$ cat src/rtl/pitch_pkg.sv
// pitch_pkg: shared definitions for the pitch zone tracker.
//   - zone codes (VF, JF, T, JS, VS) used by the classifier and the FSM
//   - control FSM state encoding
//   - zone_onehot(): zone code -> one-hot zone vector (bit0 VF .. bit4 VS)
package pitch_pkg;

  localparam logic [2:0] ZONE_VF = 3'd0;
  localparam logic [2:0] ZONE_JF = 3'd1;
  localparam logic [2:0] ZONE_T  = 3'd2;
  localparam logic [2:0] ZONE_JS = 3'd3;
  localparam logic [2:0] ZONE_VS = 3'd4;

  localparam logic [3:0] CNT_MAX = 4'd15;

  typedef enum logic [1:0] {
    ST_IDLE     = 2'd0,
    ST_SEARCH   = 2'd1,
    ST_CLASSIFY = 2'd2,
    ST_COMMIT   = 2'd3
  } state_t;

  // Unknown codes fall back to VF, the reset zone.
  function automatic logic [4:0] zone_onehot(input logic [2:0] code);
    logic [4:0] oh;
    case (code)
      ZONE_VF: oh = 5'b00001;
      ZONE_JF: oh = 5'b00010;
      ZONE_T:  oh = 5'b00100;
      ZONE_JS: oh = 5'b01000;
      ZONE_VS: oh = 5'b10000;
      default: oh = 5'b00001;
    endcase
    return oh;
  endfunction

endpackage

$ cat src/rtl/pitch_zone_fsm_classify.sv
// zone_classify: combinational mapping of a signed (peak - target) difference
// onto a zone code.
//   diff        in  W+1  signed difference
//   tolerance   in  W    in-tune half-band (|diff| <= tolerance -> T)
//   very_thresh in  W    |diff| >= very_thresh -> VF/VS, otherwise JF/JS
//   zone_code   out 3    VF=0, JF=1, T=2, JS=3, VS=4
module zone_classify
  import pitch_pkg::*;
#(
  parameter int W = 10
) (
  input  logic signed [W:0]   diff,
  input  logic        [W-1:0] tolerance,
  input  logic        [W-1:0] very_thresh,
  output logic        [2:0]   zone_code
);

  logic [W:0] mag_s;
  logic       neg_s;

  // Magnitude of diff; W+1 bits always holds it since |diff| <= 2^W-1.
  always_comb begin
    neg_s = diff[W];
    if (neg_s) begin
      mag_s = ~diff + {{W{1'b0}}, 1'b1};
    end else begin
      mag_s = diff;
    end
  end

  // Threshold comparison; tolerance is checked first so it wins any overlap.
  always_comb begin
    if (mag_s <= {1'b0, tolerance}) begin
      zone_code = ZONE_T;
    end else if (mag_s >= {1'b0, very_thresh}) begin
      zone_code = neg_s ? ZONE_VF : ZONE_VS;
    end else begin
      zone_code = neg_s ? ZONE_JF : ZONE_JS;
    end
  end

endmodule

$ cat src/rtl/pitch_zone_fsm.sv
// pitch_zone_fsm: picks a string target (nearest in auto mode, str_sel in
// manual mode), classifies the pitch error into one of five zones, debounces
// the zone and tracks a stable in-tune lock.
//   clk, reset_n           clock, async active-low reset
//   peak, peak_valid       dominant frequency and its one-cycle strobe
//   auto_mode, str_sel     target selection mode / manual string index
//   targets                packed table, string i at [i*W +: W]
//   tolerance, very_thresh classifier bands
//   zone, zone_code        committed zone (one-hot / encoded)
//   str_idx, diff          string and signed difference of the latest result
//   out_valid              one-cycle result strobe (COMMIT state)
//   locked                 committed zone T for LOCK_N consecutive results
//   overrun                sticky: a peak_valid arrived while busy
module pitch_zone_fsm
  import pitch_pkg::*;
#(
  parameter int W      = 10,
  parameter int NSTR   = 6,
  parameter int STABLE = 3,
  parameter int LOCK_N = 4
) (
  input  logic                 clk,
  input  logic                 reset_n,
  input  logic [W-1:0]         peak,
  input  logic                 peak_valid,
  input  logic                 auto_mode,
  input  logic [2:0]           str_sel,
  input  logic [NSTR*W-1:0]    targets,
  input  logic [W-1:0]         tolerance,
  input  logic [W-1:0]         very_thresh,
  output logic [4:0]           zone,
  output logic [2:0]           zone_code,
  output logic [2:0]           str_idx,
  output logic signed [W:0]    diff,
  output logic                 out_valid,
  output logic                 locked,
  output logic                 overrun
);

  localparam logic [2:0] LAST_IDX = 3'(NSTR - 1);
  localparam logic [3:0] STABLE_C = 4'(STABLE);
  localparam logic [3:0] LOCK_C   = 4'(LOCK_N);

  state_t            state_q, state_d;
  logic [W-1:0]      peak_q, peak_d;
  logic              auto_q, auto_d;
  logic [2:0]        sel_q, sel_d;
  logic [2:0]        idx_q, idx_d;
  logic signed [W:0] best_diff_q, best_diff_d;
  logic [W:0]        best_mag_q, best_mag_d;
  logic [2:0]        best_idx_q, best_idx_d;
  logic [2:0]        cand_q, cand_d;
  logic [3:0]        cnt_q, cnt_d;
  logic [3:0]        lock_cnt_q, lock_cnt_d;
  logic [2:0]        zone_code_q, zone_code_d;
  logic [4:0]        zone_q, zone_d;
  logic [2:0]        str_idx_q, str_idx_d;
  logic signed [W:0] diff_q, diff_d;
  logic              out_valid_q, out_valid_d;
  logic              locked_q, locked_d;
  logic              overrun_q, overrun_d;

  logic              busy_s;
  logic [2:0]        sel_clamp_s;
  logic [2:0]        cur_idx_s;
  logic [W-1:0]      target_s;
  logic signed [W:0] cur_diff_s;
  logic [W:0]        cur_mag_s;
  logic [2:0]        class_s;

  assign busy_s = (state_q != ST_IDLE);

  // Clamp manual string index into the populated part of the table.
  always_comb begin
    if (str_sel > LAST_IDX) begin
      sel_clamp_s = LAST_IDX;
    end else begin
      sel_clamp_s = str_sel;
    end
  end

  // Target lookup for the string examined this SEARCH cycle (live read).
  always_comb begin
    cur_idx_s = auto_q ? idx_q : sel_q;
    target_s  = targets[W-1:0];
    for (int i = 0; i < NSTR; i++) begin
      if (cur_idx_s == 3'(i)) begin
        target_s = targets[i*W +: W];
      end else begin
        target_s = target_s;
      end
    end
  end

  // Widened signed difference so peak=0 against a large target cannot wrap.
  always_comb begin
    cur_diff_s = $signed({1'b0, peak_q}) - $signed({1'b0, target_s});
    if (cur_diff_s[W]) begin
      cur_mag_s = ~cur_diff_s + {{W{1'b0}}, 1'b1};
    end else begin
      cur_mag_s = cur_diff_s;
    end
  end

  zone_classify #(.W(W)) u_classify (
    .diff        (best_diff_q),
    .tolerance   (tolerance),
    .very_thresh (very_thresh),
    .zone_code   (class_s)
  );

  // Next-state logic: search, debounce, lock and result registers.
  always_comb begin
    state_d     = state_q;
    peak_d      = peak_q;
    auto_d      = auto_q;
    sel_d       = sel_q;
    idx_d       = idx_q;
    best_diff_d = best_diff_q;
    best_mag_d  = best_mag_q;
    best_idx_d  = best_idx_q;
    cand_d      = cand_q;
    cnt_d       = cnt_q;
    lock_cnt_d  = lock_cnt_q;
    zone_code_d = zone_code_q;
    zone_d      = zone_q;
    str_idx_d   = str_idx_q;
    diff_d      = diff_q;
    out_valid_d = 1'b0;
    locked_d    = locked_q;

    if (peak_valid && busy_s) begin
      overrun_d = 1'b1;
    end else begin
      overrun_d = overrun_q;
    end

    case (state_q)
      ST_IDLE: begin
        if (peak_valid) begin
          peak_d  = peak;
          auto_d  = auto_mode;
          sel_d   = sel_clamp_s;
          idx_d   = 3'd0;
          state_d = ST_SEARCH;
        end else begin
          state_d = ST_IDLE;
        end
      end
      ST_SEARCH: begin
        // Strict '<' keeps the lower index on a tie; idx 0 seeds the best.
        if ((idx_q == 3'd0) || (cur_mag_s < best_mag_q)) begin
          best_diff_d = cur_diff_s;
          best_mag_d  = cur_mag_s;
          best_idx_d  = cur_idx_s;
        end else begin
          best_diff_d = best_diff_q;
        end
        if (!auto_q || (idx_q == LAST_IDX)) begin
          state_d = ST_CLASSIFY;
        end else begin
          idx_d = idx_q + 3'd1;
        end
      end
      ST_CLASSIFY: begin
        if (class_s == cand_q) begin
          cnt_d = (cnt_q == CNT_MAX) ? CNT_MAX : (cnt_q + 4'd1);
        end else begin
          cand_d = class_s;
          cnt_d  = 4'd1;
        end
        if (cnt_d >= STABLE_C) begin
          zone_code_d = cand_d;
        end else begin
          zone_code_d = zone_code_q;
        end
        zone_d = zone_onehot(zone_code_d);
        if (zone_code_d == ZONE_T) begin
          lock_cnt_d = (lock_cnt_q == CNT_MAX) ? CNT_MAX : (lock_cnt_q + 4'd1);
          locked_d   = (lock_cnt_d >= LOCK_C);
        end else begin
          lock_cnt_d = 4'd0;
          locked_d   = 1'b0;
        end
        str_idx_d   = best_idx_q;
        diff_d      = best_diff_q;
        out_valid_d = 1'b1;
        state_d     = ST_COMMIT;
      end
      ST_COMMIT: begin
        state_d = ST_IDLE;
      end
      default: begin
        state_d = ST_IDLE;
      end
    endcase
  end

  // State and output registers.
  always_ff @(posedge clk or negedge reset_n) begin
    if (!reset_n) begin
      state_q     <= ST_IDLE;
      peak_q      <= {W{1'b0}};
      auto_q      <= 1'b0;
      sel_q       <= 3'd0;
      idx_q       <= 3'd0;
      best_diff_q <= {(W+1){1'b0}};
      best_mag_q  <= {(W+1){1'b0}};
      best_idx_q  <= 3'd0;
      cand_q      <= ZONE_VF;
      cnt_q       <= 4'd0;
      lock_cnt_q  <= 4'd0;
      zone_code_q <= ZONE_VF;
      zone_q      <= 5'b00001;
      str_idx_q   <= 3'd0;
      diff_q      <= {(W+1){1'b0}};
      out_valid_q <= 1'b0;
      locked_q    <= 1'b0;
      overrun_q   <= 1'b0;
    end else begin
      state_q     <= state_d;
      peak_q      <= peak_d;
      auto_q      <= auto_d;
      sel_q       <= sel_d;
      idx_q       <= idx_d;
      best_diff_q <= best_diff_d;
      best_mag_q  <= best_mag_d;
      best_idx_q  <= best_idx_d;
      cand_q      <= cand_d;
      cnt_q       <= cnt_d;
      lock_cnt_q  <= lock_cnt_d;
      zone_code_q <= zone_code_d;
      zone_q      <= zone_d;
      str_idx_q   <= str_idx_d;
      diff_q      <= diff_d;
      out_valid_q <= out_valid_d;
      locked_q    <= locked_d;
      overrun_q   <= overrun_d;
    end
  end

  assign zone      = zone_q;
  assign zone_code = zone_code_q;
  assign str_idx   = str_idx_q;
  assign diff      = diff_q;
  assign out_valid = out_valid_q;
  assign locked    = locked_q;
  assign overrun   = overrun_q;

endmodule

$ cat config.mk
export PLATFORM = sky130hd
export DESIGN_NAME = pitch_zone_fsm
export DESIGN_NICKNAME = d
export VERILOG_FILES = /design/src/rtl/pitch_pkg.sv /design/src/rtl/pitch_zone_fsm_classify.sv /design/src/rtl/pitch_zone_fsm.sv
export SDC_FILE = /design/constraint.sdc
export NUM_CORES = 1
export LEC_CHECK = 0
export ABC_AREA = 1
export CAP_MARGIN = 20
export CORE_MARGIN = 4
export CORE_UTILIZATION = 50
export DETAILED_ROUTE_END_ITERATION = 7
export GPL_ROUTABILITY_DRIVEN = 0
export PLACE_DENSITY = 0.87
export SYNTH_ARGS = -nofsm -noshare
export SYNTH_HDL_FRONTEND = slang
export SYNTH_SLANG_ARGS = --single-unit
$ cat constraint.sdc
create_clock -name clk -period 5.45 [get_ports clk]
set_clock_uncertainty 0.1 [all_clocks]
set_input_delay 1.09 -clock clk [delete_from_list [all_inputs] [get_ports clk]]
set_output_delay 1.09 -clock clk [all_outputs]
set_load 0.02 [all_outputs]
**After elaboration in Yosys (flattened, before gate mapping)**

Index checks and enable logic that the tools add are counted.

- Register bits after elaboration: 80
- Input port bits: 97
- Word-level logic and storage cells: 92

- $add $sub $neg: 6
- $lt $le $gt $ge: 6
- Equality and inequality tests: 19
- Muxes and demuxes: 30
- Bitwise gates (word level): 2
- Reductions and logical operators: 11

Operators by type and width:

| kind | count |
|---|---|
| two-way mux 10 bit | 5 |
| two-way mux 3 bit | 10 |
| adder 11 x 1 -> 11 bit, second input constant | 2 |
| two-way mux 11 bit | 2 |
| inverter 11 bit | 2 |
| two-way mux 4 bit | 5 |
| one-hot mux 5 bit (4 select lines) | 1 |
| equality test 3 x 2 -> 1 bit, second input constant | 4 |
| equality test 3 bit, second input constant | 4 |
| greater-or-equal comparator 11 x 10 -> 1 bit | 1 |
| <= comparator 11 x 10 -> 1 bit | 1 |
| < comparator 11 bit | 1 |
| subtractor 10 x 10 -> 11 bit | 1 |
| adder 4 x 1 -> 4 bit, second input constant | 2 |
| equality test 4 bit, second input constant | 2 |
| one-hot mux 2 bit (4 select lines) | 1 |
| equality test 3 x 1 -> 1 bit, second input constant | 2 |
| != test 2 bit, second input constant | 3 |
| one-hot mux 3 bit (2 select lines) | 1 |
| equality test 2 bit, second input constant | 2 |
| greater-or-equal comparator 4 x 2 -> 1 bit, second input constant | 1 |
| greater-or-equal comparator 4 x 3 -> 1 bit, second input constant | 1 |
| two-way mux 2 bit | 2 |
| AND reduction 2 bit | 2 |
| 12 further kinds | 16 |

**Depth between registers and ports, before layout**

- Depth after elaboration: 14
- Mapped depth: 40

**Hierarchy**

A second synthesis with hierarchy kept.

- Cells, all modules: 862
- Area, all modules: 5958.2 sq um

By module, submodules not included:

| module | instances | cells an instance | area an instance (sq um) |
|---|---|---|---|
| pitch_zone_fsm | 1 | 731 | 5142.4 |
| zone_classify | 1 | 131 | 815.8 |

**Worst setup path after synthesis**

No wires, ideal clock.

- Path type: reg-to-reg
- Start point: register auto_q
- End point: register best_diff_q[8]
- Setup time: 0.131 ns
- Arrival: 4.758 ns
- Setup slack: 0.460 ns
- Cell stages (with the launch flop): 35
- Buffers on the path: 3
- Path through: dfrtp_1 o21ai_0 inv_2 nand3_1 buf_2 nand2_1 nand3_1 o21ai_0 nand2_1 o21ai_0 o21ai_0 o21ai_0 ha_1 a21o_1 nand3_1 and3_1 inv_1 a21oi_1 o21ai_2 nand2_1 nand2_1 a21oi_1 buf_2 nand2_1 xor2_1 inv_1 ha_1 nand4_1 a2111oi_0 o21ai_0 nand2_1 inv_1 clkbuf_1 nand2_1 o21ai_0

- Word-level cells in the longest chain between the ends: 14
- Elaborated cells between the ends (all ways): 18
- Classes of those cells: 2 x add/sub; 1 x order compare; 5 x eq/ne; 7 x mux; 1 x bitwise; 2 x reduce/logical

Ends and longest elaborated chain:

| what | RTL line | text |
|---|---|---|
| from (decl) | pitch_zone_fsm.sv:46 | `logic auto_q, auto_d;` |
| from (signal assigned) | pitch_zone_fsm.sv:223 | `auto_q <= auto_d;` |
| two-way mux 3 bit * | pitch_zone_fsm.sv:84 | `cur_idx_s = auto_q ? idx_q : sel_q;` |
| equality test 3 x 1 -> 1 bit | pitch_zone_fsm.sv:87 | `if (cur_idx_s == 3'(i)) begin` |
| two-way mux 10 bit (4 in a row) | pitch_zone_fsm.sv:87 |  |
| two-way mux 10 bit * | pitch_zone_fsm.sv:87 |  |
| subtractor 10 x 10 -> 11 bit * | pitch_zone_fsm.sv:97 | `cur_diff_s = $signed({1'b0, peak_q}) - $signed({1'b0, target_s});` |
| inverter 11 bit | pitch_zone_fsm.sv:99 | `cur_mag_s = ~cur_diff_s + {{W{1'b0}}, 1'b1};` |
| adder 11 x 1 -> 11 bit | pitch_zone_fsm.sv:99 |  |
| two-way mux 11 bit * | pitch_zone_fsm.sv:98 | `if (cur_diff_s[W]) begin` |
| via cur_mag_s[8] | pitch_zone_fsm.sv:68 | `logic [W:0] cur_mag_s;` |
| < comparator 11 bit * | pitch_zone_fsm.sv:152 | `if ((idx_q == 3'd0) \|\| (cur_mag_s < best_mag_q)) begin` |
| logical OR 1 bit * | pitch_zone_fsm.sv:152 |  |
| AND reduction 2 bit (no source line) * | -- |  |
| to (signal assigned) | pitch_zone_fsm.sv:207 | `best_diff_q <= {(W+1){1'b0}};` |
| to (signal assigned) | pitch_zone_fsm.sv:226 | `best_diff_q <= best_diff_d;` |
| to (decl) | pitch_zone_fsm.sv:49 | `logic signed [W:0] best_diff_q, best_diff_d;` |

The timed path passes the listed nets; every way through them passes the cells marked *.
A chain may end at the register's enable or synchronous reset.

**Worst setup path after layout**

- Start point: input targets[10]
- End point: register best_diff_q[8]

- Word-level cells in the longest chain between the ends: 12

Ends and longest elaborated chain:

| what | RTL line | text |
|---|---|---|
| from (decl) | pitch_zone_fsm.sv:28 | `input logic [NSTR*W-1:0] targets,` |
| two-way mux 10 bit * (5 in a row) | pitch_zone_fsm.sv:87 |  |
| subtractor 10 x 10 -> 11 bit * | pitch_zone_fsm.sv:97 |  |
| inverter 11 bit | pitch_zone_fsm.sv:99 |  |
| adder 11 x 1 -> 11 bit | pitch_zone_fsm.sv:99 |  |
| two-way mux 11 bit * | pitch_zone_fsm.sv:98 |  |
| via cur_mag_s[8] | pitch_zone_fsm.sv:68 |  |
| < comparator 11 bit * | pitch_zone_fsm.sv:152 |  |
| logical OR 1 bit * | pitch_zone_fsm.sv:152 |  |
| AND reduction 2 bit (no source line) * | -- |  |

Marked as above.

==> metrics.md <==
| Metric | Value |
|---|---|
| Final setup fails | 0 |
| Hold Path End | overrun$_DFFE_PN0P_ |
| CP most frequent cell | nand2_1 |
| Worst-Margin Slew | approximately 0.8 ns |
| Area growth from synthesis to layout | 37.7% |
| Largest net degree at the start of global routing | 80 |
| Quantity of hold-fixing buffers added after cts | 0 |
| First-pass GRT wire length | roughly 23000 µm |
| DRT iter0 DRCs | between 300 and 400 |
| Port bufs | between 100 and 150 |
| Largest delay share family, worst path | compound AO/OA/AOI/OAI gates |
| Overflow after GRT | 0 |
| Post-synth EDFFs | 0 |
| CTS buffer count | 9 |
| Layout cells sized above 1 | roughly 14% |
| Slew Limit Fails | 0 |
| Most frequent cells in the layout | nand2_1 (237), clkdlybuf4s50_1 (120), inv_1 (98) |
| Setup crit start kind | input port |
| Worst Path Required | around 5.6 ns |
| Yosys cell types | 43 |
| Reg clk slew, reported paths | 0.06 ns |
| Asr flop ratio synth | 100% |
| Buffers & Inverters on Critical Path | 8 |
| Commonest non-fill, non-tap cell in the layout | nand2_1 |
| Main flop type after synthesis | dfrtp_1 |
| MaxCap Viol Count | 0 |
| Fmax | 187 MHz |
| Worst setup EP type | register |
| R2r endpoint | best_diff_q[8]$_DFFE_PN0P_ |
| Worst setup margin | about 0.1 ns |
| Hold Path Depth | 1 |
| Initial Utilization | between 50% and 60% |
| Syn nets | between 900 and 1000 |
| NumNets Final | 1057 |
| R2R Setup Slk | 0.18 ns |
| Crit Path Max Fanout | 6 |
| Fin crit period | between 5 and 6 ns |
| Seq/Total Area, Yosys | a little over a third |
| Die extent in x | about 110 µm |
| Syn. warnings | 0 |
| ANT cells | 0 |
| Skew-Pair Late Insertion Delay | between 0.3 and 0.4 ns |
| R2R cell count | 38 |
| Final core occ | between 70% and 80% |
| Worst R2R Start | auto_q$_DFFE_PN0P_ |
| Drt drc | 0 |
| Gate Count Post-Synth | about 760 |
| CP max stage delay | approximately 0.47 ns |
| Critical path's slowest cell | clkdlybuf4s50_1 |
| Initial antenna violation count | 0 |
| Vias | approximately 5600 |
| Max_slew headroom | a little under half |
| DP Worst Slack | -0.192 ns |
| Syn Area/Cell | around 7.4 µm² |
| I/O pins | ~120 |
| Mapped Area | 5650 µm² |
| Outcome | finished clean |
| Final Cycle Share | between 90% and 100% |
| Cell row count | 38 |
| Fillcell total | ~800 |
| Setup crit start | targets[10] |
| CTS tree | built |
| Final wirelength | approximately 15000 µm |
| Die H | about 110 µm |
| Worst Hold Class | register to register |
| Clock Path Buffers | 2 |
| CTS Root Cell | clkbuf_16 |
| Antenna-violating nets left | 0 |
| Yosys reg bits | between 70 and 80 |
| CTS H-tree lvls | 3 |
| Crit path DAT | 5.46 ns |
| Pre-Repair DR Iteration Count | 5 |
| Post-DR wirelength/cell | 14.2 µm |
| Final hold viol count | 0 |
| Hold Startpoint | overrun$_DFFE_PN0P_ |
| Core area | between 10000 and 15000 µm² |
| HPWL after DPL | roughly 11000 µm |
| Clock sink total | between 70 and 80 |
| Critical path class | input port to register |
| Vias/cell | approximately 5.3 |
| Vias in the first global route | around 5400 |
| Die Area | approximately 13000 µm² |
| Total track usage | 21.8% |
==> worst max path at each step <==
stage | endpoint | slack [ns] | cells past startpoint
final | best_diff_q[8]$_DFFE_PN0P_ | 0.10 | 33
after CTS | best_idx_q[1]$_DFFE_PN0P_ | 0.003 | 34
after floorplan | best_diff_q[8]$_DFFE_PN0P_ | 0.46 | 34
after detailed placement | best_mag_q[1]$_DFFE_PN0P_ | -0.19 | 32
after global placement | best_mag_q[8]$_DFFE_PN0P_ | -0.03 | 31
after global routing | best_diff_q[10]$_DFFE_PN0P_ | -0.13 | 32
==> cell type report <==
type | count | area [µm²] | area share, %
repair buffers | 157 | 1520 | 19.6
inverters | 104 | 395 | 5.08
clock buffers | 10 | 239 | 3.07
flip-flops and latches | 79 | 1980 | 25.5
multi-input cells | 557 | 3410 | 43.8
clock inverters | 6 | 52.6 | 0.675
well taps | 140 | 175 | 2.25
repair inverters | 1 | 7.51 | 0.0965
==> sequential cells by signal (all words and copies together) (netlist names), 4 cells and up <==
register / cells
best_diff_q: 11
diff: 11
best_mag_q: 10
peak_q: 10
zone: 5
cnt_q: 4
lock_cnt_q: 4
==> synthesized netlist by cell type, types with 2 or more instances <==
master    number  area share [%]
buf_2          4            0.35
inv_1        101             6.7
nand3_4        2            0.62
a21oi_1       21             1.9
nand2_2        7            0.78
nor2_4         3            0.60
nand3_2        4            0.71
nand3_1       32             2.8
xnor2_1        4            0.62
dfrtp_1       78              35
o21ai_2        4            0.62
inv_2          3            0.20
nand2_4        6             1.2
nor2_1        24             1.6
clkbuf_1      15             1.0
nand2_1      239              16
o21bai_1       2            0.27
and3_1         3            0.33
a21o_1         5            0.66
nand4_1        8            0.89
o21a_1         2            0.27
mux2i_1        3            0.53
o21ai_4        2            0.58
nor3_1         3            0.27
ha_1          50              11
o21ai_0       97             8.6
xor2_1        19             2.9
a31oi_1        3            0.33
==> through the flow <==
step                hold slack, ns  cell area [µm²]  cells  setup TNS (ns)
floorplan                    0.344             5650    759               0
global placement             0.342             7140   1026          -0.194
detailed placement           0.348             7140   1026           -3.70
CTS                          0.368             7440   1042               0
global route                 0.396             7780   1054           -1.54
finish                       0.369             7780   1054               0
==> timing repair <==
item,CTS,global route
pin swaps,0,16
gates resized for setup,1,62
gates cloned,0,3
endpoints found under the setup margin,24,24
buffers inserted,0,8
hold endpoints to repair,0,0
==> layer usage <==
metal | global-route usage (%) | up-vias | wire length (µm)
li1 | - | 2751 | -
met1 | 25.0 | 2548 | 5790
met2 | 38.3 | 234 | 7570
met3 | 5.44 | 50 | 1070
met4 | 9.50 | 0 | 579
met5 | 0 | - | 0
==> cell families after synthesis <==
group | count (synthesis) | share of synthesized area, %
simple gates | 337 | 27.1
fa+ha+maj | 51 | 11.4
flops | 79 | 35.0
buf+inv | 123 | 8.26
mux | 3 | 0.532
compound gates | 143 | 14.1
xor+xnor | 23 | 3.57
==> worst reg2reg max path, delay by kind of cell (launching register included) <==
kind	cells	cell delay (ns)
compound gates	10	1.23
xor+xnor	1	0.23
fa+ha+maj	3	0.72
buf+inv	10	1.07
flops	1	0.47
mux	1	0.10
simple gates	13	1.21
Power is not shown: default switching activity piles up to over one toggle a cycle in this logic, so the estimate is an artifact.
